[src/rtl/argon_pkg.sv]
// Shared constants and types for the Argon memory controller and its lane helpers.
package argon_pkg;
  localparam logic [2:0] RDMASK_NONE = 3'd0;
  localparam logic [2:0] RDMASK_B    = 3'd1;
  localparam logic [2:0] RDMASK_BU   = 3'd2;
  localparam logic [2:0] RDMASK_H    = 3'd3;
  localparam logic [2:0] RDMASK_HU   = 3'd4;
  localparam logic [2:0] RDMASK_W    = 3'd5;

  localparam logic [1:0] WRMASK_NONE = 2'd0;
  localparam logic [1:0] WRMASK_B    = 2'd1;
  localparam logic [1:0] WRMASK_H    = 2'd2;
  localparam logic [1:0] WRMASK_W    = 2'd3;

  localparam int NUM_LANES = 4;
  localparam int VEC_W     = 8;

  typedef enum logic [2:0] {IDLE, CHECK, ACCESS, WAIT, RESP, DONE, FAULT} mem_state_t;

  typedef struct packed {
    logic [31:0] addr;
    logic [31:0] wr_data;
    logic [2:0]  rd_mask;
    logic [1:0]  wr_mask;
  } mem_req_t;
endpackage

[src/rtl/argon_mem_ctrl_if.sv]
// Core-side load/store handshake between the Argon core FSM and the memory controller.
interface argon_mem_if;
  logic        req_valid;
  logic        req_ready;
  logic [31:0] addr;
  logic [31:0] wr_data;
  logic [2:0]  rd_mask;
  logic [1:0]  wr_mask;
  logic [31:0] rd_data;
  logic        done;
  logic        fault;

  modport master (output req_valid, addr, wr_data, rd_mask, wr_mask,
                  input  req_ready, rd_data, done, fault);
  modport slave  (input  req_valid, addr, wr_data, rd_mask, wr_mask,
                  output req_ready, rd_data, done, fault);
endinterface

[src/rtl/argon_lane_align.sv]
// Combinational byte-lane steering: store replication + byte enables, load extract + extend.
module argon_lane_align
  import argon_pkg::*;
#(
  parameter int NUM_LANES = argon_pkg::NUM_LANES,
  parameter int VEC_W     = argon_pkg::VEC_W,
  localparam int DW       = NUM_LANES * VEC_W,
  localparam int AW       = $clog2(NUM_LANES)
) (
  input  logic [AW-1:0]        addr_lo,
  input  logic [2:0]           rd_mask,
  input  logic [1:0]           wr_mask,
  input  logic [DW-1:0]        st_data,
  input  logic [DW-1:0]        ld_word,
  output logic [NUM_LANES-1:0] be,
  output logic [DW-1:0]        st_rep,
  output logic [DW-1:0]        ld_data
);
  logic [VEC_W-1:0]   ld_byte;
  logic [2*VEC_W-1:0] ld_half;

  // Reads (wr_mask NONE) enable every lane; the whole word comes back.
  for (genvar n = 0; n < NUM_LANES; n++) begin : g_lane
    localparam logic HI = logic'((n / 2) % 2);
    assign st_rep[n*VEC_W +: VEC_W] =
      (wr_mask == WRMASK_W) ? st_data[n*VEC_W +: VEC_W] :
      (wr_mask == WRMASK_H) ? st_data[(n%2)*VEC_W +: VEC_W] :
                              st_data[VEC_W-1:0];
    assign be[n] =
      (wr_mask == WRMASK_B) ? (addr_lo == AW'(n)) :
      (wr_mask == WRMASK_H) ? (addr_lo[AW-1] == HI) : 1'b1;
  end

  assign ld_byte = ld_word[addr_lo*VEC_W +: VEC_W];
  assign ld_half = addr_lo[AW-1] ? ld_word[DW-1 -: 2*VEC_W] : ld_word[2*VEC_W-1:0];

  always_comb begin
    ld_data = ld_word;
    case (rd_mask)
      RDMASK_B:  ld_data = {{(DW-VEC_W){ld_byte[VEC_W-1]}}, ld_byte};
      RDMASK_BU: ld_data = {{(DW-VEC_W){1'b0}}, ld_byte};
      RDMASK_H:  ld_data = {{(DW-2*VEC_W){ld_half[2*VEC_W-1]}}, ld_half};
      RDMASK_HU: ld_data = {{(DW-2*VEC_W){1'b0}}, ld_half};
      default:   ld_data = ld_word;
    endcase
  end
endmodule

[src/rtl/argon_mem_ctrl.sv]
// Argon load/store controller: validates one request at a time and drives a single-port SRAM.
module argon_mem_ctrl
  import argon_pkg::*;
#(
  parameter int ADDR_W      = 14,
  parameter int WAIT_STATES = 0
) (
  input  logic              sys_clk,
  input  logic              i_reset,
  argon_mem_if.slave        core,
  output logic              o_ram_en,
  output logic              o_ram_we,
  output logic [ADDR_W-1:0] o_ram_addr,
  output logic [3:0]        o_ram_be,
  output logic [31:0]       o_ram_wdata,
  input  logic [31:0]       i_ram_rdata
);
  mem_state_t  state;
  mem_req_t    req;
  logic [3:0]  wait_cnt;
  logic [31:0] rd_data_q;
  logic        done_q, fault_q;
  logic        bad;
  logic [3:0]  al_be;
  logic [31:0] al_st, al_ld;
  logic        is_rd, is_wr;

  assign core.req_ready = (state == IDLE);
  assign core.rd_data   = rd_data_q;
  assign core.done      = done_q;
  assign core.fault     = fault_q;

  assign is_rd = (req.rd_mask != RDMASK_NONE);
  assign is_wr = (req.wr_mask != WRMASK_NONE);

  argon_lane_align u_align (
    .addr_lo (req.addr[1:0]),
    .rd_mask (req.rd_mask),
    .wr_mask (req.wr_mask),
    .st_data (req.wr_data),
    .ld_word (i_ram_rdata),
    .be      (al_be),
    .st_rep  (al_st),
    .ld_data (al_ld)
  );

  always_comb begin
    bad = 1'b0;
    if (req.rd_mask > RDMASK_W) bad = 1'b1;
    if (is_rd && is_wr) bad = 1'b1;
    if ((req.rd_mask == RDMASK_H || req.rd_mask == RDMASK_HU || req.wr_mask == WRMASK_H)
        && req.addr[0]) bad = 1'b1;
    if ((req.rd_mask == RDMASK_W || req.wr_mask == WRMASK_W) && (req.addr[1:0] != 2'b00))
      bad = 1'b1;
    // Anything above the SRAM's byte range is out of bounds.
    if ((req.addr >> (ADDR_W + 2)) != 32'd0) bad = 1'b1;
  end

  // Completion goes straight back to IDLE so the done/fault cycle can accept a new request.
  always_ff @(posedge sys_clk or posedge i_reset) begin
    if (i_reset) begin
      state       <= IDLE;
      req         <= '0;
      wait_cnt    <= '0;
      rd_data_q   <= '0;
      done_q      <= 1'b0;
      fault_q     <= 1'b0;
      o_ram_en    <= 1'b0;
      o_ram_we    <= 1'b0;
      o_ram_addr  <= '0;
      o_ram_be    <= '0;
      o_ram_wdata <= '0;
    end else begin
      done_q      <= 1'b0;
      fault_q     <= 1'b0;
      o_ram_en    <= 1'b0;
      o_ram_we    <= 1'b0;
      o_ram_be    <= '0;
      o_ram_wdata <= '0;
      case (state)
        IDLE: if (core.req_valid) begin
          req   <= '{addr: core.addr, wr_data: core.wr_data,
                     rd_mask: core.rd_mask, wr_mask: core.wr_mask};
          state <= CHECK;
        end
        CHECK: begin
          if (bad) begin
            fault_q <= 1'b1;
            state   <= IDLE;
          end else if (!is_rd && !is_wr) begin
            done_q <= 1'b1;
            state  <= IDLE;
          end else begin
            o_ram_en    <= 1'b1;
            o_ram_we    <= is_wr;
            o_ram_be    <= al_be;
            o_ram_wdata <= is_wr ? al_st : 32'd0;
            o_ram_addr  <= req.addr[ADDR_W+1:2];
            state       <= ACCESS;
          end
        end
        ACCESS: begin
          if (WAIT_STATES > 0) begin
            wait_cnt <= 4'(WAIT_STATES - 1);
            state    <= WAIT;
          end else begin
            state <= RESP;
          end
        end
        WAIT: begin
          if (wait_cnt == 4'd0) state <= RESP;
          else                  wait_cnt <= wait_cnt - 4'd1;
        end
        RESP: begin
          if (is_rd) rd_data_q <= al_ld;
          done_q <= 1'b1;
          state  <= IDLE;
        end
        default: state <= IDLE;
      endcase
    end
  end
endmodule

[src/flat_wrapper.sv]
// flat-port wrapper written by rule: the top's interface ports become plain ports
module argon_mem_ctrl_flat import argon_pkg::*;
#(
  parameter int ADDR_W      = 14,
  parameter int WAIT_STATES = 0
)
  (sys_clk, i_reset, o_ram_en, o_ram_we, o_ram_addr, o_ram_be, o_ram_wdata, i_ram_rdata, core_req_valid, core_addr, core_wr_data, core_rd_mask, core_wr_mask, core_req_ready, core_rd_data, core_done, core_fault);
  argon_mem_if core_i ();
  input  logic sys_clk;
  input  logic i_reset;
  output logic o_ram_en;
  output logic o_ram_we;
  output logic [ADDR_W-1:0] o_ram_addr;
  output logic [3:0] o_ram_be;
  output logic [31:0] o_ram_wdata;
  input  logic [31:0] i_ram_rdata;
  input wire logic [$bits(core_i.req_valid)-1:0] core_req_valid;
  input wire logic [$bits(core_i.addr)-1:0] core_addr;
  input wire logic [$bits(core_i.wr_data)-1:0] core_wr_data;
  input wire logic [$bits(core_i.rd_mask)-1:0] core_rd_mask;
  input wire logic [$bits(core_i.wr_mask)-1:0] core_wr_mask;
  output wire logic [$bits(core_i.req_ready)-1:0] core_req_ready;
  output wire logic [$bits(core_i.rd_data)-1:0] core_rd_data;
  output wire logic [$bits(core_i.done)-1:0] core_done;
  output wire logic [$bits(core_i.fault)-1:0] core_fault;
  assign core_i.req_valid = core_req_valid;
  assign core_i.addr = core_addr;
  assign core_i.wr_data = core_wr_data;
  assign core_i.rd_mask = core_rd_mask;
  assign core_i.wr_mask = core_wr_mask;
  assign core_req_ready = core_i.req_ready;
  assign core_rd_data = core_i.rd_data;
  assign core_done = core_i.done;
  assign core_fault = core_i.fault;
  argon_mem_ctrl #(.ADDR_W(ADDR_W), .WAIT_STATES(WAIT_STATES)) u_core (.sys_clk(sys_clk), .i_reset(i_reset), .core(core_i), .o_ram_en(o_ram_en), .o_ram_we(o_ram_we), .o_ram_addr(o_ram_addr), .o_ram_be(o_ram_be), .o_ram_wdata(o_ram_wdata), .i_ram_rdata(i_ram_rdata));
endmodule
[config.mk]
export PLATFORM = sky130hd
export DESIGN_NAME = argon_mem_ctrl_flat
export DESIGN_NICKNAME = d
export VERILOG_FILES = /design/src/rtl/argon_pkg.sv /design/src/rtl/argon_mem_ctrl_if.sv /design/src/rtl/argon_lane_align.sv /design/src/rtl/argon_mem_ctrl.sv /design/src/flat_wrapper.sv
export SDC_FILE = /design/constraint.sdc
export NUM_CORES = 1
export LEC_CHECK = 0
export ABC_AREA = 1
export BUFFER_PORTS_ARGS = -buffer_cell sky130_fd_sc_hd__clkbuf_2
export CAP_MARGIN = 20
export CORE_ASPECT_RATIO = 1.1
export CORE_MARGIN = 3
export CORE_UTILIZATION = 35
export CTS_CLUSTER_DIAMETER = 150
export DETAILED_ROUTE_END_ITERATION = 10
export REMOVE_ABC_BUFFERS = 1
export SETUP_SLACK_MARGIN = 0.3
export SLEW_MARGIN = 20
export SYNTH_ARGS = -nofsm -noshare
export SYNTH_HDL_FRONTEND = slang
export SYNTH_HIERARCHICAL = 1
export SYNTH_SLANG_ARGS = --single-unit
export TNS_END_PERCENT = 30
[constraint.sdc]
create_clock -name sys_clk -period 12.25 [get_ports sys_clk]
set_input_delay 1.8375 -clock sys_clk [delete_from_list [all_inputs] [get_ports sys_clk]]
set_output_delay 1.8375 -clock sys_clk [all_outputs]
set_load 0.01 [all_outputs]
**Word level (Yosys, flattened, before mapping)**

Index checks and enable logic that the tools add are counted.

- Register bits: 162
- Bits of input ports: 104
- Output and inout port bits: 87
- Word-level logic and storage cells: 99

- $add $sub $neg: 1
- Order comparisons: 1
- Eq/ne operators: 17
- Shifts and indexed selects: 1
- Multiplexer cells: 40
- Bitwise logic cells: 4
- Reductions and logical operators: 21

Operators with widths:

| cell | number |
|---|---|
| $mux W32 | 4 |
| $pmux W32 S4 | 1 |
| $mux W8 | 4 |
| $reduce_bool A32 Y1 | 1 |
| $shiftx A32 B6 Y8 | 1 |
| $mux W1 | 21 |
| $mux W16 | 1 |
| $eq A3 B2 Y1 const B | 4 |
| $mux W4 | 3 |
| $pmux W3 S4 | 1 |
| $eq A3 B3 Y1 const B | 3 |
| $mux W3 | 3 |
| $eq A2 B2 Y1 const B | 4 |
| $reduce_and A2 Y1 | 4 |
| $eq A3 B1 Y1 const B | 2 |
| $eq A2 B1 Y1 const B | 2 |
| $logic_and A1 B1 Y1 | 4 |
| $logic_not A4 Y1 | 1 |
| $not A1 Y1 | 4 |
| $reduce_bool A2 Y1 | 2 |
| $sub A4 B1 Y4 const B | 1 |
| $gt A3 B3 Y1 const B | 1 |
| $logic_not A3 Y1 | 1 |
| $logic_or A1 B1 Y1 | 3 |
| 8 further kinds | 9 |

**Logic depth before layout (Yosys ltp)**

Gate-level depths: netlist of the first run.

- Depth in word-level cells: 9
- Depth in mapped cells: 10
- Mapped depth without buffers: 8

**Cells and area by module**

Netlist of the first run, hierarchy kept.

By module, submodules not included:

| module | times used | cells each | area an instance (µm²) | sequential area each (µm²) |
|---|---|---|---|---|
| argon_mem_ctrl | 1 | 502 | 6,389.9 | 4,053.9 |
| argon_lane_align | 1 | 300 | 1,717.9 | 0.0 |

**Worst setup path after synthesis of the first run**

Ideal clock, no wire load.

- Path type: input-to-reg
- Start point: input port i_ram_rdata[31]
- End point: register u_core.rd_data_q[13] (netlist: u_core/core.rd_data[13])
- Library setup time: 0.127 ns
- Data arrival time: 2.644 ns
- Data required time: 12.123 ns
- Path slack: 9.479 ns
- Stages on the path: 8
- Buffers on the path: 1
- Path through: nand2_1 -> nand2_1 -> nand2_1 -> nand2_1 -> nand2_2 -> buf_6 -> nand3_2 -> mux2_1

- Word-level cells in the longest chain between the ends: 2

RTL lines:

| element | RTL line | text |
|---|---|---|
| from (decl) | flat_wrapper.sv:16 | `input logic [31:0] i_ram_rdata;` |
| $shiftx A32 B6 Y8 | argon_lane_align.sv:34 | `assign ld_byte = ld_word[addr_lo*VEC_W +: VEC_W];` |
| $pmux W32 S4 | argon_lane_align.sv:39 | `case (rd_mask)` |
| named net u_core.al_ld[13] | argon_mem_ctrl.sv:25 | `logic [31:0] al_st, al_ld;` |
| to (signal assigned) | argon_mem_ctrl.sv:115 | `if (is_rd) rd_data_q <= al_ld;` |
| to (decl) | argon_mem_ctrl.sv:21 | `logic [31:0] rd_data_q;` |

The timed path passes the listed nets, and every way through them passes these cells.
A chain may end at the register's enable or synchronous reset.

**Final worst setup path of the first run**

- Start point: register u_core.state[1]
- End point: output port core_req_ready

- Word-level cells in the longest chain between the ends: 1

RTL lines:

| element | RTL line | text |
|---|---|---|
| from (decl) | argon_mem_ctrl.sv:18 | `mem_state_t state;` |
| from (signal assigned) | argon_mem_ctrl.sv:62 | `state <= IDLE;` |
| from (signal assigned) | argon_mem_ctrl.sv:84 | `state <= CHECK;` |
| from (signal assigned) | argon_mem_ctrl.sv:89 | `state <= IDLE;` |
| $logic_not A3 Y1 | argon_mem_ctrl.sv:28 | `assign core.req_ready = (state == IDLE);` |
| to (decl) | flat_wrapper.sv:22 | `output wire logic [$bits(core_i.req_ready)-1:0] core_req_ready;` |

No other way between the ends.

==> results.toml, run 1 <==
[detailed_routing]
drt_iter0_markers = 197
drt-total-wl_um = 19040
via_per_inst = 4.591
wl_per_cell_um = 14.92
drtPass1Iterations = 4
drc_errors = 0
vias = 5858
drtAntennaViolNets = 0

[flow_run]
drv_cap = 0

[pwr]
p_per_area_nw_per_um2 = 139.1
ir_worst_vdd_uv = 92.55
power_leakage_nw = 5.366
power.total_mw = 1.339

[critical_path]
critPathKind = "register to primary output"
slowest_stage = "dfrtp_1"
cp.arrival_ns = 1.35
cp.required_ns = 10.41
cp_num_buf_inv = 1
cp_slowest_stage_delay_ns = 0.47
cp-start-kind = "register"
cp_cell_sequence = "nor3_4 -> clkbuf_2"
setup.worst_path.end_class = "primary output"
reg2reg_slack_ns = 9.53
cp_max_fo = 5
critPathTopFamily = "flip-flops"

[global_routing]
antenna_found_initial = 2
grt_pass1_vias = 6044
grt_max_degree = 102
overflow = 0
grt.total_usage_pct = 15.62
grt_pass1_wl_um = 31260

[synth]
yosysWarnings = 6
synth_top_area_share_pct = 50.00
syn_inst = 802
ys.flop_type = "dfrtp_1"
yosys.cell_types.count = 40
synth_top_area_cell = "dfrtp_1"
yosysMostFrequentCell = "nand2_1"
synth_edf_count = 0
synth_common_cells = "nand2_1, dfrtp_1, inv_1, mux2_2, nor2_1"
syn_area_um2 = 8108
synth_area_leaders = "dfrtp_1, nand2_1, mux2_2"
synth_area_per_cell_um2 = 10.11
ys_ff_latch = 162
ys_seq_area_share_pct = 50.00
async_flop_share_pct = 100.0

[placed_design]
gp_congestion = 0.7310
dp_hpwl_um = 12940
dpl_cell_area_um2 = 9069
portBuffers = 190

[timing]
fin_setup_tns_ns = 0
hold_viol = 0
setup_violations = 0
slew_headroom_pct = 39.03
rsz0062_at_grt = "no"
clock-skew-final_ns = 0.01172
min_period_ns = 3.187
slew_violations = 0
period_share_pct = 26.02
fmax_mhz = 313.8
max_slew.worst_pin.slew_ns = 0.9146

[floorplan]
die_area_um2 = 25030
row_count = 57
die_h_um = 165.6
core_area_um2 = 22390
start_util_pct = 36.21
io_pins = 191
die_x_um = 151.1

[final_layout]
num-fill-cells = 2253
drive_above_1_share_pct = 41.53
syn_to_final_growth_pct = 18.77
final_nets = 1072
final_area_um2 = 9629

[clock_network]
ctsHoldBuffers = 0
cts_root_buffer = "clkbuf_16"
clockBufferDepth = 2
cts_buffers = 17
tritoncts = "yes"
path_clk_slew_ns = 0.06
ctsResizeCount = 0
clock_latency_ns = 0.41
clock_sinks = 162
postCtsSetupBuffers = 0
htreeDepth = 4

[run_status]
run_status = "finished clean"

[worst_hold_path]
hp-class = "register to register"
==> cell type report <==
cell class / count / area, um2 / share of cell area [%]
Inverter: 81 / 314.1 / 3.261
Antenna cell: 1 / 2.502 / 0.02599
Clock inverter: 13 / 115.1 / 1.195
Multi-Input combinational cell: 512 / 3358 / 34.88
Timing Repair Buffer: 193 / 973.4 / 10.11
Tap cell: 295 / 369.1 / 3.833
Clock buffer: 19 / 442.9 / 4.600
Sequential cell: 162 / 4054 / 42.10
==> per-stage QoR <==
| step | setup slack [ns] | utilization (%) | cells | hold WS (ns) |
|---|---|---|---|---|
| 6_report | 9.063 | 43.00 | 1276 | 0.4716 |
| 5_1_grt | 8.987 | 43.00 | 1276 | 0.4931 |
| 3_5_place_dp | 8.669 | 40.50 | 1243 | 0.4618 |
| 3_3_place_gp | 8.687 | 40.50 | 1243 | 0.4565 |
| 4_1_cts | 9.025 | 42.99 | 1275 | 0.4783 |
| 2_1_floorplan | 6.036 | - | 755 | 0.4530 |
==> sequential cells by signal (all words and copies together) (netlist names), 3 cells and up <==
| register | flops |
|---|---|
| u_core/o_ram_addr | 14 |
| u_core/req | 69 |
| u_core/state | 3 |
| u_core/o_ram_be | 4 |
| u_core/o_ram_wdata | 32 |
| u_core/wait_cnt | 4 |
| u_core/core.rd_data | 32 |
==> path summary, 6_finish.rpt <==
check                                startpoint                 endpoint  depth (start not counted)
max                             u_core/state[1]           core_req_ready                          2
min                        u_core/o_ram_addr[5]     u_core/o_ram_addr[5]                          2
max reg2reg                      u_core/req[37]   u_core/o_ram_wdata[24]                          7
min reg2reg                u_core/o_ram_addr[5]     u_core/o_ram_addr[5]                          2
max in group asynchronous               i_reset  u_core/core.rd_data[25]                          3
min in group asynchronous               i_reset           u_core/req[56]                          2
==> metal layers <==
metal / global-route usage (%) / share of wire (%) / vias to the layer above
met3: 4.836 / 7.6 / 21
met4: 4.456 / 1.8 / 2
met5: 0 / 0.068 / -
li1: - / - / 2882
met2: 25.21 / 47 / 160
met1: 20.22 / 44 / 2793
==> tightest hold or removal path, stage by stage, from the launching register on <==
cell,delay (ns)
dfrtp_1,0.34
nand2_1,0.05
nand2_1,0.04
==> cells by family (layout without fill, tap and decap cells) <==
kind of cell / Yosys count / after routing / share of synthesized area, %
simple gates: 375 / 375 / 23.80
xor+xnor: 3 / 3 / 0.3241
fa+ha+maj: 1 / 1 / 0.1543
mux: 94 / 94 / 13.89
compound gates: 39 / 39 / 3.195
buf+inv: 128 / 306 / 8.642
flops: 162 / 162 / 50.00
other cells: 0 / 1 / 0
==> power by group <==
part	internal, mW	total, mW	switching (mW)
Sequential	0.568	0.595	0.0272
Combinational	0.0994	0.238	0.139
Clock	0.272	0.506	0.233
Total	0.940	1.34	0.400
==> cells in the final DEF, fill, tap and decap left out, types with 4 or more instances in the layout <==
cell | Yosys | layout
o21ai_0 | 11 | 11
clkbuf_16 | 0 | 17
mux2_4 | 18 | 18
nand3_2 | 27 | 27
a21oi_1 | 6 | 6
nand2_2 | 33 | 32
inv_1 | 76 | 75
a21oi_2 | 9 | 9
nand2_1 | 182 | 182
clkbuf_2 | 0 | 190
o211ai_1 | 8 | 8
nand4_1 | 17 | 17
inv_6 | 0 | 7
or2_2 | 13 | 13
or2_1 | 4 | 4
mux2_2 | 46 | 46
nor2_2 | 19 | 19
nand3_1 | 27 | 27
mux2_1 | 30 | 30
nor2_1 | 41 | 41
dfrtp_1 | 162 | 162
No activity file was read; power rests on OpenSTA's default activity.
==> run 2: changes to the inputs <==
Clock period 12.25 ns to 2.7 ns, I/O delays scaled along.
==> run 2 against run 1 <==
Final cell count rose by 0.86%. Final area grew 1.6%. Power grew to 4.7 times the previous value. Sequential share of layout area down 0.67 points. Worst setup slack worse by 8.5 ns. Worst hold slack got worse by 0.26 ns. Routed wire length rose by 1.6%. Combinational power rose to 4.7 times the previous value. Via count rose by 0.89%. Clock skew increased by 0.0020 ns. Critical path depth increased by 4. Largest cell class unchanged. Largest power group unchanged.
==> results.toml, run 2 (synthesis results as in run 1) <==
[run_status]
run_status = "finished clean"

[final_layout]
syn_to_final_growth_pct = 20.69
drive_above_1_share_pct = 42.24
num-fill-cells = 2235
regMostFlops = "u_core/req"
antenna_cells = 0
final_area_um2 = 9786
final_cell_mix = "clkbuf_2, nand2_1, dfrtp_1, inv_1, mux2_2"
largest_reg_flops = 69
final_nets = 1084
mostFrequentLayoutCell = "clkbuf_2"
utilization_pct = 43.70

[critical_path]
path_common_cell = "nand2_1"
critPathLaunch = "u_core/req[38]"
cp.required_ns = 3.05
worstReg2RegStart = "u_core/req[38]"
setup.worst_path.end_class = "register"
cp_max_fo = 27
cp-start-kind = "register"
cp_slowest_stage_delay_ns = 0.59
cp_cell_sequence = "inv_4 -> nand2_1 -> nand2_1 -> nand4_2 -> nand3_1 -> mux2_1"
cp.arrival_ns = 2.49
slowest_stage = "dfrtp_1"
critPathKind = "register to register"

[global_routing]
overflow = 0
antenna_found_initial = 0
grt_pass1_vias = 6108
grt.total_usage_pct = 15.90
grt_max_degree = 50
grt_pass1_wl_um = 31770

[flow_run]
drv_cap = 0

[clock_network]
clock_latency_ns = 0.42
clock_sinks = 162
path_clk_slew_ns = 0.07
tritoncts = "yes"
clockBufferDepth = 2
htreeDepth = 4
postCtsSetupBuffers = 0
cts_root_buffer = "clkbuf_16"
cts_buffers = 17

[timing]
hold_slack_ns = 0.2087
hold_viol = 0
rsz0062_at_grt = "no"
setup_slack_ns = 0.5612
slew_violations = 0
clock-skew-final_ns = 0.01375
fmax_mhz = 467.6
min_period_ns = 2.139
setup_violations = 0
period_share_pct = 79.21
slew_headroom_pct = 44.29
max_slew.worst_pin.slew_ns = 0.8327

[detailed_routing]
drtAntennaViolNets = 0
drtPass1Iterations = 4
drc_errors = 0
vias = 5910
drt_iter0_markers = 271
via_per_inst = 4.592
drt-total-wl_um = 19340
wl_per_cell_um = 15.02

[placed_design]
dp_hpwl_um = 13650
gp_congestion = 0.7841
portBuffers = 190
dpl_cell_area_um2 = 9189
post-place-ws_ns = 0.5890

[pwr]
power.total_mw = 6.230
p_per_area_nw_per_um2 = 636.6
power_leakage_nw = 5.463
ir_worst_vdd_uv = 392.0

[floorplan]
core_area_um2 = 22390
die_area_um2 = 25030
row_count = 57
io_pins = 191
die_x_um = 151.1
start_util_pct = 36.21
die_h_um = 165.6

[worst_hold_path]
hp-class = "input pin to register"
hold_start = "core_addr[26]"
-- run 2: changes by cell type in the layout (fill, tap and decap cells not counted), moves of 2 or more --
cell	delta
inv_8	+2
buf_12	+3
buf_4	+8
clkinv_4	-2
clkinvlp_4	-2
clkinv_2	+2
-- run 2: worst max-delay path, delay by kind of cell, from the launching register on --
kind,cells,cell delay [ns]
DFF,1,0.59
and+or+nand+nor,4,0.98
buffers and inverters,1,0.33
muxes,1,0.16
-- run 2: final timing paths --
path                       slack (ns)  cells after the start                      end
hold / removal                   0.21                      2           u_core/req[63]
min in group asynchronous        0.55                      3           u_core/req[56]
hold reg to reg                  0.48                      2    u_core/o_ram_addr[10]
setup reg to reg                 0.56                      6  u_core/core.rd_data[30]
max in group asynchronous        1.37                      4           u_core/req[46]
setup / recovery                 0.56                      6  u_core/core.rd_data[30]
-- run 2: metrics by stage --
stage | std cells | TNS [ns]
after detailed placement | 1254 | 0
after global placement | 1254 | 0
after global routing | 1287 | 0
final | 1287 | 0
after CTS | 1287 | 0
after floorplan | 755 | -337.22
-- run 2: area by class of cell --
class / count / area, um2 / share of cell area (%)
Clock buffer: 17 / 425.4 / 4.347
Inverter: 81 / 314.1 / 3.209
Sequential cell: 162 / 4054 / 41.43
Tap cell: 295 / 369.1 / 3.772
Clock inverter: 15 / 161.4 / 1.649
Multi-Input combinational cell: 512 / 3358 / 34.32
Timing Repair Buffer: 205 / 1104 / 11.28
-- run 2: metal layers --
layer  vias to the layer above  wire length [um]  track usage (%)
li1                       2909                 -                -
met1                      2833              8453            20.38
met2                       153              9285            26.44
met3                        15              1354            4.399
met4                         0               244            4.180
met5                         -                 0                0
-- run 2: repair_timing --
item	4_1_cts	5_1_grt
endpoints found under the hold margin	16	0
hold buffers	1	0
resized for setup	0	0
-- run 2: power by group --
| group | switching (mW) | internal, mW | leakage, nW |
|---|---|---|---|
| sequential | 0.107 | 2.58 | 2.09 |
| clock | 1.10 | 1.32 | 0.290 |
| combinational | 0.650 | 0.476 | 3.08 |
==> run 3: changes to the inputs <==
Clock period 2.7 ns to 2.1 ns, I/O delays scaled along.
==> run 3 against run 2 <==
Sequential power up 28%. Power up 30%. Via count down 0.37%. Final cell count up 1.0%. Register-to-register slack worse by 0.17 ns. Routed wire length down 0.22%. Non-clock buffer count up 12. Worst setup slack worse by 0.17 ns. Die area unchanged. Critical path depth down 2. Clock-buffer cell count unchanged.
==> results.toml, run 3 (synthesis results as in run 1) <==
[final_layout]
final_area_um2 = 10020
utilization_pct = 44.74
antenna_cells = 0
final_cell_mix = "clkbuf_2, nand2_1, dfrtp_1, inv_1, mux2_2"
num-fill-cells = 2222
final_cells = 1300
drive_above_1_share_pct = 43.38
regMostFlops = "u_core/req"
largest_reg_flops = 69
syn_to_final_growth_pct = 23.58
final_nets = 1097
mostFrequentLayoutCell = "clkbuf_2"

[timing]
hold_slack_ns = 0.1156
hold_viol = 0
period_share_pct = 81.21
clock-skew-final_ns = 0.01467
rsz0062_at_grt = "no"
min_period_ns = 1.705
setup_violations = 0
slew_violations = 0
slew_headroom_pct = 59.73
setup_slack_ns = 0.3946
fin_setup_tns_ns = 0
fmax_mhz = 586.4
max_slew.worst_pin.slew_ns = 0.6040

[critical_path]
cp_max_fo = 45
cp.arrival_ns = 2.01
cp_cell_sequence = "nor3_4 -> nand2_4 -> buf_12 -> mux2_4"
critPathKind = "register to register"
cp_num_buf_inv = 1
r2r_cells = 4
cp-start-kind = "register"
setup.worst_path.end_class = "register"
cp_slowest_stage_delay_ns = 0.47
cp.required_ns = 2.40
critPathTopFamily = "simple AND/OR/NAND/NOR gates"
slowest_stage = "dfrtp_1"
cp_num_cells = 4

[clock_network]
cts_buffers = 17
tritoncts = "yes"
clock_latency_ns = 0.42
clockBufferDepth = 2
cts_root_buffer = "clkbuf_16"
htreeDepth = 4
clock_sinks = 162
path_clk_slew_ns = 0.07

[floorplan]
start_util_pct = 36.21
row_count = 57
die_x_um = 151.1
io_pins = 191
core_area_um2 = 22390
die_h_um = 165.6
die_area_um2 = 25030

[detailed_routing]
drtAntennaViolNets = 0
drt_iter0_markers = 171
wl_per_cell_um = 14.84
via_per_inst = 4.529
drt-total-wl_um = 19290
vias = 5888
drc_errors = 0
drtPass1Iterations = 4

[pwr]
ir_worst_vdd_uv = 546.4
power_leakage_nw = 5.564
p_per_area_nw_per_um2 = 808.1
power.total_mw = 8.097

[placed_design]
gp_congestion = 0.7783
post-place-ws_ns = 0.03616
dpl_cell_area_um2 = 9296
dp_hpwl_um = 13480
placedCellCount = 1260
portBuffers = 190

[global_routing]
grt_pass1_wl_um = 31460
grt_pass1_vias = 5940
overflow = 0
grt_max_degree = 51
antenna_found_initial = 1
grt.total_usage_pct = 15.83

[worst_hold_path]
hp-class = "input pin to register"
holdPathStages = 2

[flow_run]
drv_cap = 0

[run_status]
run_status = "finished clean"
run 3: cell type report:
| cell class | instances | area, um2 | share of cell area, % |
|---|---|---|---|
| timing repair buffer | 217 | 1294 | 12.91 |
| clock inverter | 15 | 180.2 | 1.798 |
| clock buffer | 17 | 425.4 | 4.246 |
| sequential | 162 | 4059 | 40.51 |
| tap | 295 | 369.1 | 3.684 |
| multi-input combinational | 513 | 3378 | 33.72 |
| inverter | 81 | 314.1 | 3.134 |
run 3: final timing paths:
path	startpoint	to	slack [ns]
hold reg to reg	u_core/o_ram_addr[10]	u_core/o_ram_addr[10]	0.47
hold / removal	core_wr_data[19]	u_core/req[24]	0.12
min in group asynchronous	i_reset	u_core/req[23]	0.46
max in group asynchronous	i_reset	u_core/core.rd_data[12]	1.00
setup / recovery	u_core/state[1]	u_core/req[0]	0.39
setup reg to reg	u_core/state[1]	u_core/req[0]	0.39
run 3: what timing repair did:
action                                 in CTS  in global routing
resized for setup                           3                  2
gates cloned                                1                  0
hold buffers                                1                  0
setup endpoints to repair                  25                 58
endpoints found under the hold margin      42                  0
pin swaps                                   2                  1
setup buffers                               0                  6
run 3: routing by layer:
metal	part of all wire (%)	up-vias	GRT usage (%)
li1	-	2935	-
met1	44	2779	20.54
met2	48	155	25.72
met3	6.9	17	4.809
met4	1.4	2	4.219
met5	0.067	-	0
run 3: worst reg2reg max path: cells and delay by family (launching register included):
kind | cells | cell delay, ns
mux | 1 | 0.35
simple gates | 2 | 0.49
buf+inv | 1 | 0.28
flops | 1 | 0.47
run 3: power breakdown:
group / leakage (nW) / internal (mW) / total (mW) / switching, mW
logic: 3.18 / 0.672 / 1.54 / 0.870
registers: 2.09 / 3.31 / 3.44 / 0.129
clock network: 0.292 / 1.62 / 3.11 / 1.49
total: 5.56 / 5.61 / 8.10 / 2.49
